--- src/rtl/cpu_types_pkg.sv ---
// rtl/cpu_types_pkg.sv - shared CPU types: word, RAM handshake state, arbiter state
package cpu_types_pkg;

  typedef logic [31:0] word_t;

  typedef enum logic [1:0] {
    FREE   = 2'd0,
    BUSY   = 2'd1,
    ACCESS = 2'd2,
    ERROR  = 2'd3
  } ramstate_t;

  typedef enum logic [1:0] {
    ARB_IDLE  = 2'd0,
    ARB_DATA  = 2'd1,
    ARB_INSTR = 2'd2
  } arb_state_t;

endpackage

--- src/rtl/mem_arbiter_perf.sv ---
// rtl/mem_arbiter_perf.sv - hit and stall counters for the memory arbiter (MEM_ARBITER_PERF_EN)
module mem_arbiter_perf
  import cpu_types_pkg::*;
(
  input  logic  clk,
  input  logic  nRST,
  input  logic  ihit,
  input  logic  dhit,
  input  logic  stall,
  output word_t icount,
  output word_t dcount,
  output word_t stallcount
);

  word_t icount_q, icount_d;
  word_t dcount_q, dcount_d;
  word_t stall_q, stall_d;

  // Free-running counters, wrapping modulo 2^32
  always_comb begin
    icount_d = icount_q + {31'd0, ihit};
    dcount_d = dcount_q + {31'd0, dhit};
    stall_d  = stall_q + {31'd0, stall};
  end

  // Counter registers, cleared by reset
  always_ff @(posedge clk) begin
    if (nRST) begin
      icount_q <= '0;
      dcount_q <= '0;
      stall_q  <= '0;
    end else begin
      icount_q <= icount_d;
      dcount_q <= dcount_d;
      stall_q  <= stall_d;
    end
  end

  assign icount     = icount_q;
  assign dcount     = dcount_q;
  assign stallcount = stall_q;

endmodule

--- src/rtl/mem_arbiter.sv ---
// rtl/mem_arbiter.sv - single-port RAM arbiter for fetch/data with fairness and watchdog (MEM_ARBITER_PERF_EN)
module mem_arbiter
  import cpu_types_pkg::*;
#(
  parameter int TIMEOUT = 64
) (
  input  logic      clk,
  input  logic      nRST,
  input  logic      imemREN,
  input  word_t     imemaddr,
  input  logic      dmemREN,
  input  logic      dmemWEN,
  input  word_t     dmemaddr,
  input  word_t     dmemstore,
  output logic      ihit,
  output logic      dhit,
  output word_t     imemload,
  output word_t     dmemload,
  output logic      memerr,
  output logic      ramREN,
  output logic      ramWEN,
  output word_t     ramaddr,
  output word_t     ramstore,
  input  word_t     ramload,
  input  ramstate_t ramstate
`ifdef MEM_ARBITER_PERF_EN
  ,
  output word_t     icount,
  output word_t     dcount,
  output word_t     stallcount
`endif
);

  localparam int CW = $clog2(TIMEOUT) + 1;
  localparam logic [CW-1:0] WAIT_LAST = CW'(TIMEOUT - 1);

  localparam logic [1:0] IDLE  = ARB_IDLE;
  localparam logic [1:0] DATA  = ARB_DATA;
  localparam logic [1:0] INSTR = ARB_INSTR;

  logic [1:0]    state_q, state_d;
  logic          last_data_q, last_data_d;
  logic [CW-1:0] wait_q, wait_d;
  logic          req_live;

  // Whether the requester currently holding the grant still wants it
  assign req_live = (state_q == DATA)  ? (dmemREN | dmemWEN) :
                    (state_q == INSTR) ? imemREN : 1'b0;

  // Grant selection, RAM strobes, completion and watchdog abort
  always_comb begin
    state_d     = state_q;
    last_data_d = last_data_q;
    wait_d      = '0;
    ihit        = 1'b0;
    dhit        = 1'b0;
    imemload    = '0;
    dmemload    = '0;
    memerr      = 1'b0;
    ramREN      = 1'b0;
    ramWEN      = 1'b0;
    ramaddr     = '0;
    ramstore    = '0;
    case (state_q)
      IDLE: begin
        // Data wins unless the last completion was data and fetch is waiting
        if ((dmemREN | dmemWEN) && !(imemREN && last_data_q)) state_d = DATA;
        else if (imemREN)                                    state_d = INSTR;
      end
      DATA, INSTR: begin
        if (!req_live) begin
          state_d = IDLE;
        end else begin
          if (state_q == DATA) begin
            ramREN   = dmemREN;
            ramWEN   = dmemWEN;
            ramaddr  = dmemaddr;
            ramstore = dmemstore;
          end else begin
            ramREN   = 1'b1;
            ramaddr  = imemaddr;
          end
          if (ramstate == ACCESS) begin
            state_d = IDLE;
            if (state_q == DATA) begin
              dhit        = 1'b1;
              dmemload    = ramload;
              last_data_d = 1'b1;
            end else begin
              ihit        = 1'b1;
              imemload    = ramload;
              last_data_d = 1'b0;
            end
          end else if (ramstate == ERROR || wait_q == WAIT_LAST) begin
            memerr  = 1'b1;
            state_d = IDLE;
          end else begin
            wait_d = wait_q + 1'b1;
          end
        end
      end
      default: state_d = IDLE;
    endcase
  end

  // Arbiter state registers
  always_ff @(posedge clk) begin
    if (nRST) begin
      state_q     <= IDLE;
      last_data_q <= 1'b0;
      wait_q      <= '0;
    end else begin
      state_q     <= state_d;
      last_data_q <= last_data_d;
      wait_q      <= wait_d;
    end
  end

`ifdef MEM_ARBITER_PERF_EN
  logic stall;
  assign stall = req_live && (ramstate != ACCESS);

  mem_arbiter_perf u_perf (
    .clk        (clk),
    .nRST       (nRST),
    .ihit       (ihit),
    .dhit       (dhit),
    .stall      (stall),
    .icount     (icount),
    .dcount     (dcount),
    .stallcount (stallcount)
  );
`endif

endmodule

--- config.mk ---
export PLATFORM = sky130hd
export DESIGN_NAME = mem_arbiter
export DESIGN_NICKNAME = d
export VERILOG_FILES = /design/src/rtl/cpu_types_pkg.sv /design/src/rtl/mem_arbiter_perf.sv /design/src/rtl/mem_arbiter.sv
export SDC_FILE = /design/constraint.sdc
export NUM_CORES = 1
export LEC_CHECK = 0
export CAP_MARGIN = 10
export CELL_PAD_IN_SITES_DETAIL_PLACEMENT = 1
export CELL_PAD_IN_SITES_GLOBAL_PLACEMENT = 2
export CORE_UTILIZATION = 10
export CTS_CLUSTER_SIZE = 12
export DETAILED_ROUTE_END_ITERATION = 10
export GPL_ROUTABILITY_DRIVEN = 0
export GPL_TIMING_DRIVEN = 0
export PLACE_DENSITY_LB_ADDON = 0.1
export SLEW_MARGIN = 20
export SYNTH_ARGS = -nofsm -noshare
export SYNTH_HDL_FRONTEND = slang
export SYNTH_SLANG_ARGS = --single-unit
--- constraint.sdc ---
create_clock -name clk -period 2.5 [get_ports clk]
set_clock_uncertainty 0.15 [all_clocks]
set_input_delay 0.375 -clock clk [delete_from_list [all_inputs] [get_ports clk]]
set_output_delay 0.375 -clock clk [all_outputs]
set_load 0.1 [all_outputs]
Word level (Yosys, flattened, before mapping) --
Index checks and enable logic that the tools add are counted.
Word-level totals: input port bits 135, register bits 10, output and inout bits 133, word-level logic and storage cells 63
Operators by class: reduce and logical (&&, ||, !) cells 9, add/sub/neg operators 1, bitwise operators 3, eq/ne operators 7, multiplexer cells 40
Operator list (number):
- $mux 32 | 14
- $mux 1 | 20
- $mux 2 | 5
- $add 7x1->7 const B | 1
- $eq 7x6->1 const B | 1
- $eq 2x2->1 const B | 3
- $reduce_or 5->1 | 1
- $ne 4x4->1 const B | 1
- $pmux 2 s2 | 1
- $ne 3x3->1 const B | 1
- $reduce_and 3->1 | 1
- $eq 2x1->1 const B | 1
- $logic_and 1x1->1 | 2
- $logic_not 2->1 | 1
- $not 1->1 | 2
- $reduce_and 2->1 | 1
- $reduce_or 2->1 | 1
- $logic_not 1->1 | 1
- $logic_or 1x1->1 | 1
- $or 1x1->1 | 1

Longest topological paths before layout --
Gate-level depths: netlist of run 1.
depth after elaboration 6, mapped depth 8, depth with buffers taken out 6

Worst setup path after synthesis of run 1 --
Ideal clock, no wire load.
kind flip-flop to output port, from reg state_q[0], to out ramREN, buffers on the path 1, path slack -0.674 ns, data required time 1.975 ns, stages on the path, launching flop included 7, arrival 2.649 ns, cells stage by stage dfxtp_1 inv_1 ha_1 o211a_4 a41oi_4 buf_4 a21oi_1
Between the ends: word-level cells in the longest chain between the ends 5, elaborated cells on any way between the ends 8, classes of those cells 2 x eq/ne; 5 x mux; 1 x reduce/logical
Ends and longest elaborated chain:
- start, declared | line mem_arbiter.sv:41 | logic [1:0] state_q, state_d;
- start signal, assigned | line mem_arbiter.sv:113 | state_q <= state_d;
- $eq 2x2->1 | line mem_arbiter.sv:48, mem_arbiter.sv:64
- $mux 1 | line mem_arbiter.sv:48 | (state_q == INSTR) ? imemREN : 1'b0;
- $mux 1 | line mem_arbiter.sv:47 | assign req_live = (state_q == DATA) ? (dmemREN | dmemWEN) :
- $mux 1 | line mem_arbiter.sv:71 | if (!req_live) begin
- $mux 1 * | line mem_arbiter.sv:64 | case (state_q)
- end, declared | line mem_arbiter.sv:20 | output logic ramREN,
Mark *: on every way between the ends. The rest lies on a longest branch, timed or not.

Worst setup path in the final report of run 1 --
from reg state_q[1], to out imemload[28]
Between the ends: word-level cells in the longest chain between the ends 5, elaborated cells on any way between the ends 9, classes of those cells 2 x eq/ne; 6 x mux; 1 x reduce/logical
Ends and longest elaborated chain:
- $eq 2x1->1 or $eq 2x2->1 (tied branches)
- $mux 32 or $mux 1 (tied branches) | line mem_arbiter.sv:85, mem_arbiter.sv:48
- $mux 32 or $mux 1 (tied branches) | line mem_arbiter.sv:83, mem_arbiter.sv:47
- $mux 32 | line mem_arbiter.sv:71
- $mux 32 * | line mem_arbiter.sv:64
- end, declared | line mem_arbiter.sv:17 | output word_t imemload,
Marks and branches as above.

==> reports/summary.md, run 1 <==
• floorplan die height: 132.3 µm
• clock transition at the registers of the reported paths: 40 ps
• hold path cells: 1
• largest buffer count on any clock path: 2
• vias per std cell: 3.795
• number of max-slew violations in the final report: 0
• Top FF cell, synth: sky130_fd_sc_hd__dfxtp_1
• Worst Path Required: 1980 ps
• number of register bits inferred by synthesis: 10
• post-detailed-routing wire length: 12,090 µm
• Std-Cell Core Area: 0.01658 mm²
• maximum number of pins on one net before global-route repair: 11
• peak clock frequency supported by timing: 382.8 MHz
• post-route standard cell area excluding fillers: 0.006519 mm²
• vias in the first global route: 3,114
• number of instances in the synthesized netlist: 240
• Final Power: 1.917 mW
• CP Cell Sequence: inv_4, ha_4, buf_4, a41oi_4, nor3_4, buf_6, buf_6, and2_4, buf_12
• most frequent cells in the layout: sky130_fd_sc_hd__clkdlybuf4s50_1 (132), sky130_fd_sc_hd__buf_12 (103), sky130_fd_sc_hd__and2_4 (57)
• number of warnings reported in the yosys synthesis log: 0
• reported max-cap violation count: 0
• CP Capture Type: primary output
• cell area reported after detailed placement: 0.004836 mm²
• TritonCTS Sinks: 10
• clock latency reported for the late side of the worst-skew pair: 240 ps
• Boundary Pins: 268
• final period demand of the worst path: 2612 ps
• most frequent CP cell: sky130_fd_sc_hd__buf_6
• Routed WL per cell: 15.90 µm
• ANT cells: 0
• R2R Path End: state_q[0]
• share of cells above drive strength 1: 53.33%
• PortBufs: 267
• async set-or-reset flop fraction in the synthesized netlist: 0%
• Worst Slack Setup Final: -112.2 ps
• antenna violations before repair: 1
• Post-DRT Antenna Nets: 0
• number of flops mapped to enable cells by yosys: 0
• hpwl dp: 9189 µm
• outcome: finished with violations
• setup slack of the most critical reg-to-reg path: 310 ps
• number of cell rows: 47
• CTS tree: built
• count of nets after finishing: 680
• total nets after synthesis: 379
• largest stage delay on the critical path: 340 ps
• r2r startpoint: state_q[1]
• share of synthesized area occupied by flip-flops and latches: 11.80%
• drt first-iter violations: 17
• Yosys cell types: 33
• most common cell after layout, fill and taps aside: sky130_fd_sc_hd__clkdlybuf4s50_1
• first-pass GRT wire length: 17,130 µm
• initial core utilization: 10.23%
• clock root buffer master: sky130_fd_sc_hd__clkbuf_16
• arrival time worst endpoint: 2090 ps
• number of CTS-inserted buffers: 3
• reported leakage power: 2.627 nW
• Die Outline Area: 0.01749 mm²
• area added between synthesis and finish: 284.2%
• total via count after detailed routing: 2,884
• largest voltage drop on the vdd net: 0.0001586 V
• final setup violating endpoints: 71
• worst slew margin relative to its limit: 63.10%
• DRC violation count after routing: 0
• Worst-Margin Slew: 556.0 ps
• width of the chip: 132.3 µm
• slowest CP cell: sky130_fd_sc_hd__dfxtp_2
• unrepaired setup endpoints after global routing: yes
• startpoint of the lowest-slack hold path: wait_q[0]
• classification of the worst setup path: flop to primary output
• GR Util All Layers: 12.48%
• average instance area after synthesis: 7.069 µm²
• global route overflow: 0
• path type of the worst min-delay path: flop to flop
• nature of the critical path startpoint: flop
• failing checks: setup timing
• 1st-pass router iterations: 4
• final worst path period share: 104.5%
• worst-path fanout max: 5
• worst min-delay path endpoint: wait_q[0]
• Netlist Area Pre-Place: 0.001697 mm²
• number of failing hold endpoints at the final stage: 0
• worst r2r path cells: 10
• Clock H-tree levels: 1
• power density over cell area: 294.1 mW/mm²
==> cells by family (layout without fill, tap and decap cells) <==
group,Yosys count,count (layout),share of synthesized area [%]
AND/OR/NAND/NOR,151,151,50.30
multiplexers,32,32,18.88
buffers and inverters,26,326,7.079
AO/OA/AOI/OAI,13,13,6.933
flip-flops,10,10,11.80
adder cells (fa/ha/maj),4,4,2.950
XOR/XNOR,4,4,2.065
==> cells in the mapped netlist, drive strengths merged (2+ instances only) <==
cell / number / area [µm²]
and2: 96 / 600.6
nor2: 41 / 153.9
mux2i: 32 / 320.3
buf: 10 / 57.55
dfxtp: 10 / 200.2
clkbuf: 8 / 32.53
inv: 8 / 30.03
ha: 4 / 50.05
a21oi: 3 / 15.01
nand2: 3 / 11.26
o21ai: 3 / 15.01
and3: 2 / 12.51
nand3: 2 / 10.01
nor3: 2 / 21.27
xnor2: 2 / 17.52
xor2: 2 / 17.52
==> through the flow <==
step	hold WS (ps)	cells	utilization [%]	setup TNS (ps)	worst slack, ps
after detailed placement	283.5	727	29.16	-140440	-1298
after global routing	309.0	760	39.31	-13690	-220.6
final	283.4	760	39.31	-3615	-112.2
after CTS	289.5	747	34.93	-10310	-151.3
after global placement	274.0	727	29.16	-137670	-1265
after floorplan	263.0	240	-	-7146	-234.7
==> layer usage <==
layer | global-route usage, % | share of wire, % | vias to the layer above
met5 | 0 | 0 | -
met4 | 2.937 | 1.7 | 0
met3 | 3.768 | 9.2 | 15
met2 | 25.54 | 56 | 179
met1 | 11.92 | 33 | 1321
li1 | - | - | 1369
==> state kept, by name (all words and copies together) (netlist names) <==
register     count
last_data_q      1
wait_q           7
state_q          2
==> how the worst max path moves through the flow <==
| stage | from | endpoint | slack, ps | cells after the start |
|---|---|---|---|---|
| after floorplan | state_q[0] | ramaddr[10] | -230 | 7 |
| after global placement | dmemWEN | dmemload[9] | -1270 | 6 |
| after detailed placement | dmemWEN | dmemload[9] | -1300 | 6 |
| after CTS | state_q[0] | imemload[26] | -150 | 10 |
| after global routing | state_q[0] | imemload[11] | -220 | 8 |
| final | state_q[1] | imemload[28] | -110 | 9 |
==> critical path, delay by kind of cell (launching register included) <==
family / cells / cell delay (ps)
buf+inv: 5 / 600
simple gates: 2 / 440
flops: 1 / 340
fa+ha+maj: 1 / 270
compound gates: 1 / 190
==> area by class of cell <==
cell class | count | area [µm²]
sequential | 10 | 202.7
inverter | 8 | 32.53
tap | 220 | 275.3
clock buffer | 4 | 88.84
multi-input combinational | 204 | 1779
fill | 1819 | 10060
timing repair buffer | 297 | 3938
buffer | 17 | 202.7
==> report_power, final <==
part | internal, mW | switching [mW]
Clock | 0.241 | 0.0853
Combinational | 0.599 | 0.822
Sequential | 0.165 | 0.00346
Total | 1.01 | 0.911
==> timing repair <==
action | 4_1_cts | 5_1_grt
setup buffers | 14 | 8
gates resized for setup | 1054 | 166
endpoints found under the setup margin | 133 | 131
pin swaps | 14 | 31
cloned | 2 | 7
hold buffers | 0 | 0
No activity file was read; power rests on OpenSTA's default activity.
==> run 2, diff against run 1 <==
--- a/config.mk
+++ b/config.mk
@@ -5,6 +5,7 @@
 export SDC_FILE = /design/constraint.sdc
 export NUM_CORES = 1
 export LEC_CHECK = 0
+export ABC_AREA = 1
 export CAP_MARGIN = 10
 export CELL_PAD_IN_SITES_DETAIL_PLACEMENT = 1
 export CELL_PAD_IN_SITES_GLOBAL_PLACEMENT = 2
@@ -17,4 +18,5 @@
 export SLEW_MARGIN = 20
 export SYNTH_ARGS = -nofsm -noshare
 export SYNTH_HDL_FRONTEND = slang
+export SYNTH_HIERARCHICAL = 1
 export SYNTH_SLANG_ARGS = --single-unit
==> reports/summary.md, run 2 <==
• outcome: finished with violations
• failing checks: setup timing
• sequential share of power: 8.8%, about the same
• number of failing hold endpoints at the final stage: 0, unchanged
• TritonCTS Sinks: 10, unchanged
• share of cells above drive strength 1: 47.89%, -5.4 points
• vias in the first global route: 3,443, +11%
• Post-DRT Antenna Nets: 0, unchanged
• global route overflow: 0, unchanged
• Routed WL per cell: 14.04 µm, -12%
• width of the chip: 134.7 µm, +1.9%
• Die Outline Area: 0.01815 mm², +3.8%
• Std-Cell Core Area: 0.01724 mm², +3.9%
• synth cell count leaders: sky130_fd_sc_hd__nor2_1 (86), sky130_fd_sc_hd__nand2_1 (78), sky130_fd_sc_hd__inv_1 (76)
• hold path cells: 1, unchanged
• top cell type by total area after synthesis: sky130_fd_sc_hd__nor2_1
• arrival time worst endpoint: 2070 ps, -20 ps
• Clock H-tree levels: 1, unchanged
• classification of the worst setup path: flop to primary output
• startpoint of the lowest-slack hold path: wait_q[0]
• CP Capture Type: primary output
• maximum number of pins on one net before global-route repair: 12, +1
• total nets after synthesis: 500, +32%
• worst min-delay path endpoint: wait_q[0]
• floorplan die height: 134.7 µm, +1.9%
• Pint: 948.3 µW, -5.7%
• setup slack of the most critical reg-to-reg path: 650 ps, +340 ps
• final setup violating endpoints: 47, -34%
• number of cell rows: 48, +2.1%
• top-count cell post-synth: sky130_fd_sc_hd__nor2_1
• most frequent cells in the layout: sky130_fd_sc_hd__clkdlybuf4s50_1 (131), sky130_fd_sc_hd__buf_12 (87), sky130_fd_sc_hd__nand2_1 (75)
• area share of the leading cell type in the synthesized netlist: 18.32%, -17 points
• average instance area after synthesis: 4.880 µm², -31%
• reported leakage power: 2.937 nW, +12%
• Worst Path Required: 1980 ps, about the same
• Sw Ratio: 50.89%, +3.4 points
• total via count after detailed routing: 3,310, +15%
• ANT cells: 0, unchanged
• initial core utilization: 10.22%, about the same
• R2R Path End: wait_q[3]
• worst r2r path cells: 10, unchanged
• number of register bits inferred by synthesis: 10, unchanged
• worst hold margin: 295.5 ps, +12.14 ps
• number of flip-flops under the largest register name: 7, unchanged
• Worst-Margin Slew: 571.5 ps, +15.51 ps
• worst-path fanout max: 7, +2
• GR Util All Layers: 12.42%, -0.055 points
• largest cells by area after synthesis: sky130_fd_sc_hd__nor2_1 (18%), sky130_fd_sc_hd__nand2_1 (17%), sky130_fd_sc_hd__inv_1 (16%)
• count of nets after finishing: 803, +18%
• number of warnings reported in the yosys synthesis log: 6, +6
• switching pwr: 982.6 µW, +7.8%
• worst slew margin relative to its limit: 62.08%, -1.0 points
• Boundary Pins: 268, unchanged
• share of total power in combinational logic: 77.0%, +2.8 points
• largest register by flop count: wait_q
• peak clock frequency supported by timing: 385.1 MHz, +0.61%
• unrepaired setup endpoints after global routing: yes
• 1st-pass router iterations: 4, unchanged
• number of max-slew violations in the final report: 0, unchanged
• r2r startpoint: state_q[0]
• Top FF cell, synth: sky130_fd_sc_hd__dfxtp_1
• registers with the highest flip-flop counts: wait_q x7, state_q x2, last_data_q x1
• clock transition at the registers of the reported paths: 40 ps, about the same
• async set-or-reset flop fraction in the synthesized netlist: 0%, unchanged
• DRC violation count after routing: 0, unchanged
• most common cell after layout, fill and taps aside: sky130_fd_sc_hd__clkdlybuf4s50_1
• clock root buffer master: sky130_fd_sc_hd__clkbuf_16
• number of CTS-inserted buffers: 3, unchanged
• hpwl dp: 9575 µm, +4.2%
• CTS tree: built
• vias per std cell: 3.732, -1.7%
• largest voltage drop on the vdd net: 0.0001690 V, +6.5%
• Netlist Area Pre-Place: 0.001762 mm², +3.8%
• final core utilization: 40.55%, +1.2 points
• power density over cell area: 276.3 mW/mm², -6.1%
• final worst path period share: 103.9%, -0.63 points
• antenna violations before repair: 0, -1
• Yosys cell types: 21, -36%
• post-detailed-routing wire length: 12,450 µm, +3.0%
• area added between synthesis and finish: 296.7%
• final period demand of the worst path: 2596 ps, -15.74 ps
• number of instances in the synthesized netlist: 361, +50%
• path type of the worst min-delay path: flop to flop
• nature of the critical path startpoint: flop
• largest buffer count on any clock path: 2, unchanged
• reported max-cap violation count: 0, unchanged
• PortBufs: 267, unchanged
• first-pass GRT wire length: 17,950 µm, +4.8%
• Worst Slack Setup Final: -96.44 ps, +15.74 ps
• Fillers: 1,915, +5.3%
• number of flops mapped to enable cells by yosys: 0, unchanged
• fraction of power consumed by the clock network: 14.2%, -2.8 points
• drt first-iter violations: 32, +15
• share of synthesized area occupied by flip-flops and latches: 11.36%, -0.44 points
• clock latency reported for the late side of the worst-skew pair: 230 ps, about the same
-- run 2: through the flow --
step / power [mW] / instances / cell area (µm²) / setup TNS [ps] / setup slack (ps)
final: 1.931 / 887 / 6989 / -2488 / -96.44
after global routing: 2.026 / 887 / 6989 / -8393 / -194.3
after CTS: 1.838 / 875 / 6345 / -2062 / -165.4
after detailed placement: 1.436 / 853 / 5575 / -122890 / -1091
after global placement: 1.426 / 853 / 5575 / -122500 / -1103
after floorplan: 1.027 / 361 / 2621 / -31730 / -441.7
-- run 2: power by group through the flow --
stage | Clock (mW) | Combinational [mW] | Sequential (mW)
2_1_floorplan | 0 | 0.856 | 0.172
3_3_place_gp | 0 | 1.25 | 0.173
3_5_place_dp | 0 | 1.26 | 0.173
4_1_cts | 0.283 | 1.38 | 0.171
5_1_grt | 0.292 | 1.56 | 0.170
6_report | 0.274 | 1.49 | 0.170
-- run 2: how the worst max path moves through the flow --
stage / from / end / slack [ps] / cells past startpoint
global route: state_q[0] / imemload[9] / -190 / 14
finish: state_q[0] / dmemload[23] / -100 / 11
detailed placement: imemREN / imemload[5] / -1090 / 11
floorplan: state_q[0] / dmemload[0] / -440 / 8
CTS: state_q[0] / imemload[20] / -170 / 14
global placement: imemREN / ramaddr[20] / -1100 / 7
-- run 2: timing repair --
item                                    in CTS  in global routing
resized for setup                          987                142
hold endpoints to repair                     0                  0
endpoints found under the setup margin     133                118
cloned                                       3                  3
hold buffers                                 0                  0
setup buffers                               21                 14
pin swaps                                    5                 12
-- run 2: kinds of logic (layout without fill, tap and decap cells) --
logic type / after synthesis / in the layout / share of synthesized area [%]
adder cells (fa/ha/maj): 4 / 4 / 2.841
AND/OR/NAND/NOR: 206 / 206 / 50.64
flip-flops: 10 / 10 / 11.36
buffers and inverters: 100 / 401 / 23.01
AO/OA/AOI/OAI: 39 / 39 / 11.15
XOR/XNOR: 2 / 2 / 0.9945
-- run 2: worst max-delay path, cell delays in order, from the launching register on --
cell and delay [ps]:
sky130_fd_sc_hd__dfxtp_4 350, sky130_fd_sc_hd__buf_4 110, sky130_fd_sc_hd__inv_4 40, sky130_fd_sc_hd__ha_4 290
sky130_fd_sc_hd__nand2_4 60, sky130_fd_sc_hd__nor2_4 100, sky130_fd_sc_hd__inv_4 60, sky130_fd_sc_hd__nor2_4 150
sky130_fd_sc_hd__clkinv_4 140, sky130_fd_sc_hd__clkbuf_16 200, sky130_fd_sc_hd__nor2_4 140, sky130_fd_sc_hd__buf_12 180
-- run 2: area by class of cell --
type	instances	area [µm²]	share of cell area (%)
timing repair buffer	307	3929	56.21
multi-input combinational	251	2012	28.79
inverter	81	331.6	4.744
tap	225	281.5	4.028
sequential	10	205.2	2.936
buffer	10	155.1	2.220
clock buffer	3	75.07	1.074
-- run 2: metal layers --
layer	vias to the layer above	wire length [µm]	global-route usage [%]
met4	0	34	1.124
met5	-	0	0
li1	1641	-	-
met2	149	7135	25.95
met1	1518	4340	12.79
met3	2	942	2.553
==> run 3, diff against run 2 <==
--- a/config.mk
+++ b/config.mk
@@ -15,6 +15,7 @@
 export GPL_ROUTABILITY_DRIVEN = 0
 export GPL_TIMING_DRIVEN = 0
 export PLACE_DENSITY_LB_ADDON = 0.1
+export REMOVE_ABC_BUFFERS = 1
 export SLEW_MARGIN = 20
 export SYNTH_ARGS = -nofsm -noshare
 export SYNTH_HDL_FRONTEND = slang
==> reports/summary.md, run 3 (synthesized netlist as in run 2, its figures left out) <==
• floorplan die height: 134.7 µm, unchanged
• most frequent CP cell: sky130_fd_sc_hd__buf_12
• Boundary Pins: 268, unchanged
• power density over cell area: 291.0 mW/mm², +5.3%
• nature of the critical path startpoint: flop
• slowest CP cell: sky130_fd_sc_hd__dfxtp_2
• number of failing hold endpoints at the final stage: 0, unchanged
• failing checks: setup timing
• reported leakage power: 2.899 nW, -1.3%
• most common cell after layout, fill and taps aside: sky130_fd_sc_hd__clkdlybuf4s50_1
• Die Outline Area: 0.01815 mm², unchanged
• Pint: 971.2 µW, +2.4%
• CTS tree: built
• vias per std cell: 3.849, +3.1%
• CP Cell Sequence: inv_4, buf_6, ha_4, buf_12, buf_12, inv_16, nand2_8, nand3_4, inv_2, nand2_4, nor2_4, buf_12, buf_12, inv_16, nor2_4, buf_12
• clock root buffer master: sky130_fd_sc_hd__clkbuf_16
• largest buffer count on any clock path: 2, unchanged
• CTS hold repair buffers: 0, unchanged
• Worst Path Required: 1980 ps, about the same
• Fillers: 1,980, +3.4%
• Post-DRT Antenna Nets: 0, unchanged
• number of flip-flops under the largest register name: 7, unchanged
• Worst-Margin Slew: 583.2 ps, +11.62 ps
• largest stage delay on the critical path: 330 ps, -20 ps
• maximum number of pins on one net before global-route repair: 18, +6
• number of max-slew violations in the final report: 0, unchanged
• fraction of power consumed by the clock network: 16.2%, +2.0 points
• area added between synthesis and finish: 286.2%
• R2R Path End: state_q[0]
• TritonCTS Sinks: 10, unchanged
• cell area reported after detailed placement: 0.004637 mm², -17%
• drt first-iter violations: 54, +69%
• met1 demand-to-capacity share in global routing: 14.15%, +1.4 points
• number of cell rows: 48, unchanged
• worst min-delay path endpoint: wait_q[0]
• antenna violations before repair: 1, +1
• Routed WL per cell: 16.38 µm, +17%
• Std-Cell Core Area: 0.01724 mm², unchanged
• unrepaired setup endpoints after global routing: yes
• GR Util All Layers: 14.91%, +2.5 points
• largest voltage drop on the vdd net: 0.0002712 V, +60%
• global route overflow: 0, unchanged
• largest register by flop count: wait_q
• worst slew margin relative to its limit: 61.30%, -0.77 points
• hold path cells: 1, unchanged
• final setup violating endpoints: 86, +83%
• clock transition at the registers of the reported paths: 40 ps, about the same
• Worst Slack Setup Final: -224.2 ps, -127.8 ps
• startpoint of the lowest-slack hold path: wait_q[0]
• count of nets after finishing: 795, -1.0%
• registers with the highest flip-flop counts: wait_q x7, state_q x2, last_data_q x1
• share of cells above drive strength 1: 43.82%, -4.1 points
• outcome: finished with violations
• r2r startpoint: state_q[1]
• peak clock frequency supported by timing: 367.1 MHz, -4.7%
• met3 GRT Util: 3.228%, +0.68 points
• PortBufs: 267, unchanged
• post-route standard cell area excluding fillers: 0.006803 mm², -2.7%
• number of CTS-inserted buffers: 3, unchanged
• hpwl dp: 9278 µm, -3.1%
• worst-path fanout max: 8, +1
• final period demand of the worst path: 2724 ps, +127.8 ps
• post-detailed-routing wire length: 14,430 µm, +16%
• Sw Ratio: 50.94%, about the same
• global routing met2 resource utilization: 31.10%, +5.2 points
• clock latency reported for the late side of the worst-skew pair: 240 ps, about the same
• Clock H-tree levels: 1, unchanged
• classification of the worst setup path: flop to primary output
• CP Capture Type: primary output
• reported max-cap violation count: 0, unchanged
• arrival time worst endpoint: 2200 ps, +130 ps
• vias in the first global route: 3,568, +3.6%
• total via count after detailed routing: 3,391, +2.4%
• most frequent cells in the layout: sky130_fd_sc_hd__clkdlybuf4s50_1 (132), sky130_fd_sc_hd__buf_12 (94), sky130_fd_sc_hd__inv_1 (74), sky130_fd_sc_hd__nand2_1 (74), sky130_fd_sc_hd__nor2_4 (68)
• sequential share of power: 8.6%, -0.2 points
• worst r2r path cells: 15, +5
• 1st-pass router iterations: 4, unchanged
• DRC violation count after routing: 0, unchanged
• first-pass GRT wire length: 20,610 µm, +15%
• share of total power in combinational logic: 75.2%, -1.8 points
• initial core utilization: 10.22%, unchanged
• path type of the worst min-delay path: flop to flop
• setup slack of the most critical reg-to-reg path: 250 ps, -400 ps
• final worst path period share: 109.0%, +5.1 points
• final core utilization: 39.47%, -1.1 points
• width of the chip: 134.7 µm, unchanged
• switching pwr: 1.008 mW, +2.6%
• grt peak-use layer: met2
## run 3: cell count changes in the layout (fill, tap and decap cells not counted), moves of 7 or more
cell and change:
sky130_fd_sc_hd__buf_4 -22, sky130_fd_sc_hd__buf_6 -14, sky130_fd_sc_hd__nor2_2 -14, sky130_fd_sc_hd__buf_2 +13, sky130_fd_sc_hd__clkbuf_4 +13, sky130_fd_sc_hd__nor2_1 +13, sky130_fd_sc_hd__a21oi_4 -12, sky130_fd_sc_hd__a21oi_1 +10
sky130_fd_sc_hd__buf_12 +7, sky130_fd_sc_hd__buf_8 -7
## run 3: how the worst max path moves through the flow
stage                          start           end  slack (ps)  cells past startpoint
final                     state_q[1]  imemload[17]        -220                     16
after global routing      state_q[1]  imemload[17]        -310                     16
after CTS                 state_q[1]   imemload[0]        -230                     16
after detailed placement  state_q[1]  imemload[31]       -1910                     12
after global placement    state_q[1]   imemload[2]       -3140                     11
after floorplan           state_q[1]   imemload[0]       -2480                     10
## run 3: stage by stage
| step | worst slack (ps) | instances | setup TNS, ps | power [mW] | hold slack, ps |
|---|---|---|---|---|---|
| floorplan | -2478 | 342 | -220920 | 0.8465 | 267.6 |
| global placement | -3143 | 834 | -321270 | 1.248 | 281.1 |
| detailed placement | -1911 | 835 | -167670 | 1.261 | 290.6 |
| CTS | -228.4 | 866 | -7895 | 1.815 | 300.3 |
| global route | -307.4 | 881 | -17580 | 2.065 | 319.7 |
| finish | -224.2 | 881 | -11050 | 1.980 | 298.2 |
## run 3: cell type report
cell class              instances  area (µm²)  share of cell area [%]
diodes                          1       2.502                 0.03679
clock buffers                   4       88.84                   1.306
inverters                      81       379.1                   5.573
multi-input cells             252        1873                   27.53
flip-flops and latches         10       202.7                   2.980
well taps                     225       281.5                   4.138
repair buffers                301        3851                   56.61
repair inverters                7       123.9                   1.821
## run 3: worst max-delay path, delay by kind of cell, from the launching register on
family | cells | cell delay, ps
buffers and inverters | 10 | 1010
adder cells (fa/ha/maj) | 1 | 150
AND/OR/NAND/NOR | 5 | 420
flip-flops | 1 | 330
## run 3: power groups by stage
stage / sequential (mW) / combinational, mW / clock [mW]
2_1_floorplan: 0.170 / 0.677 / 0
3_3_place_gp: 0.170 / 1.08 / 0
3_5_place_dp: 0.170 / 1.09 / 0
4_1_cts: 0.168 / 1.32 / 0.327
5_1_grt: 0.170 / 1.56 / 0.336
6_report: 0.169 / 1.49 / 0.321
## run 3: repair_timing
item	4_1_cts	5_1_grt
pin swaps	7	9
endpoints found under the hold margin	0	0
setup buffers	20	12
gates resized for setup	1087	162
cloned	7	2
endpoints found under the setup margin	135	131
## run 3: routing by layer
layer  vias to the layer above  wire [µm]  part of all wire, %
met3                        22        983                  6.8
met4                         0        377                  2.6
li1                       1639          -                    -
met2                       152       8263                   57
met5                         -          0                    0
met1                      1578       4807                   33
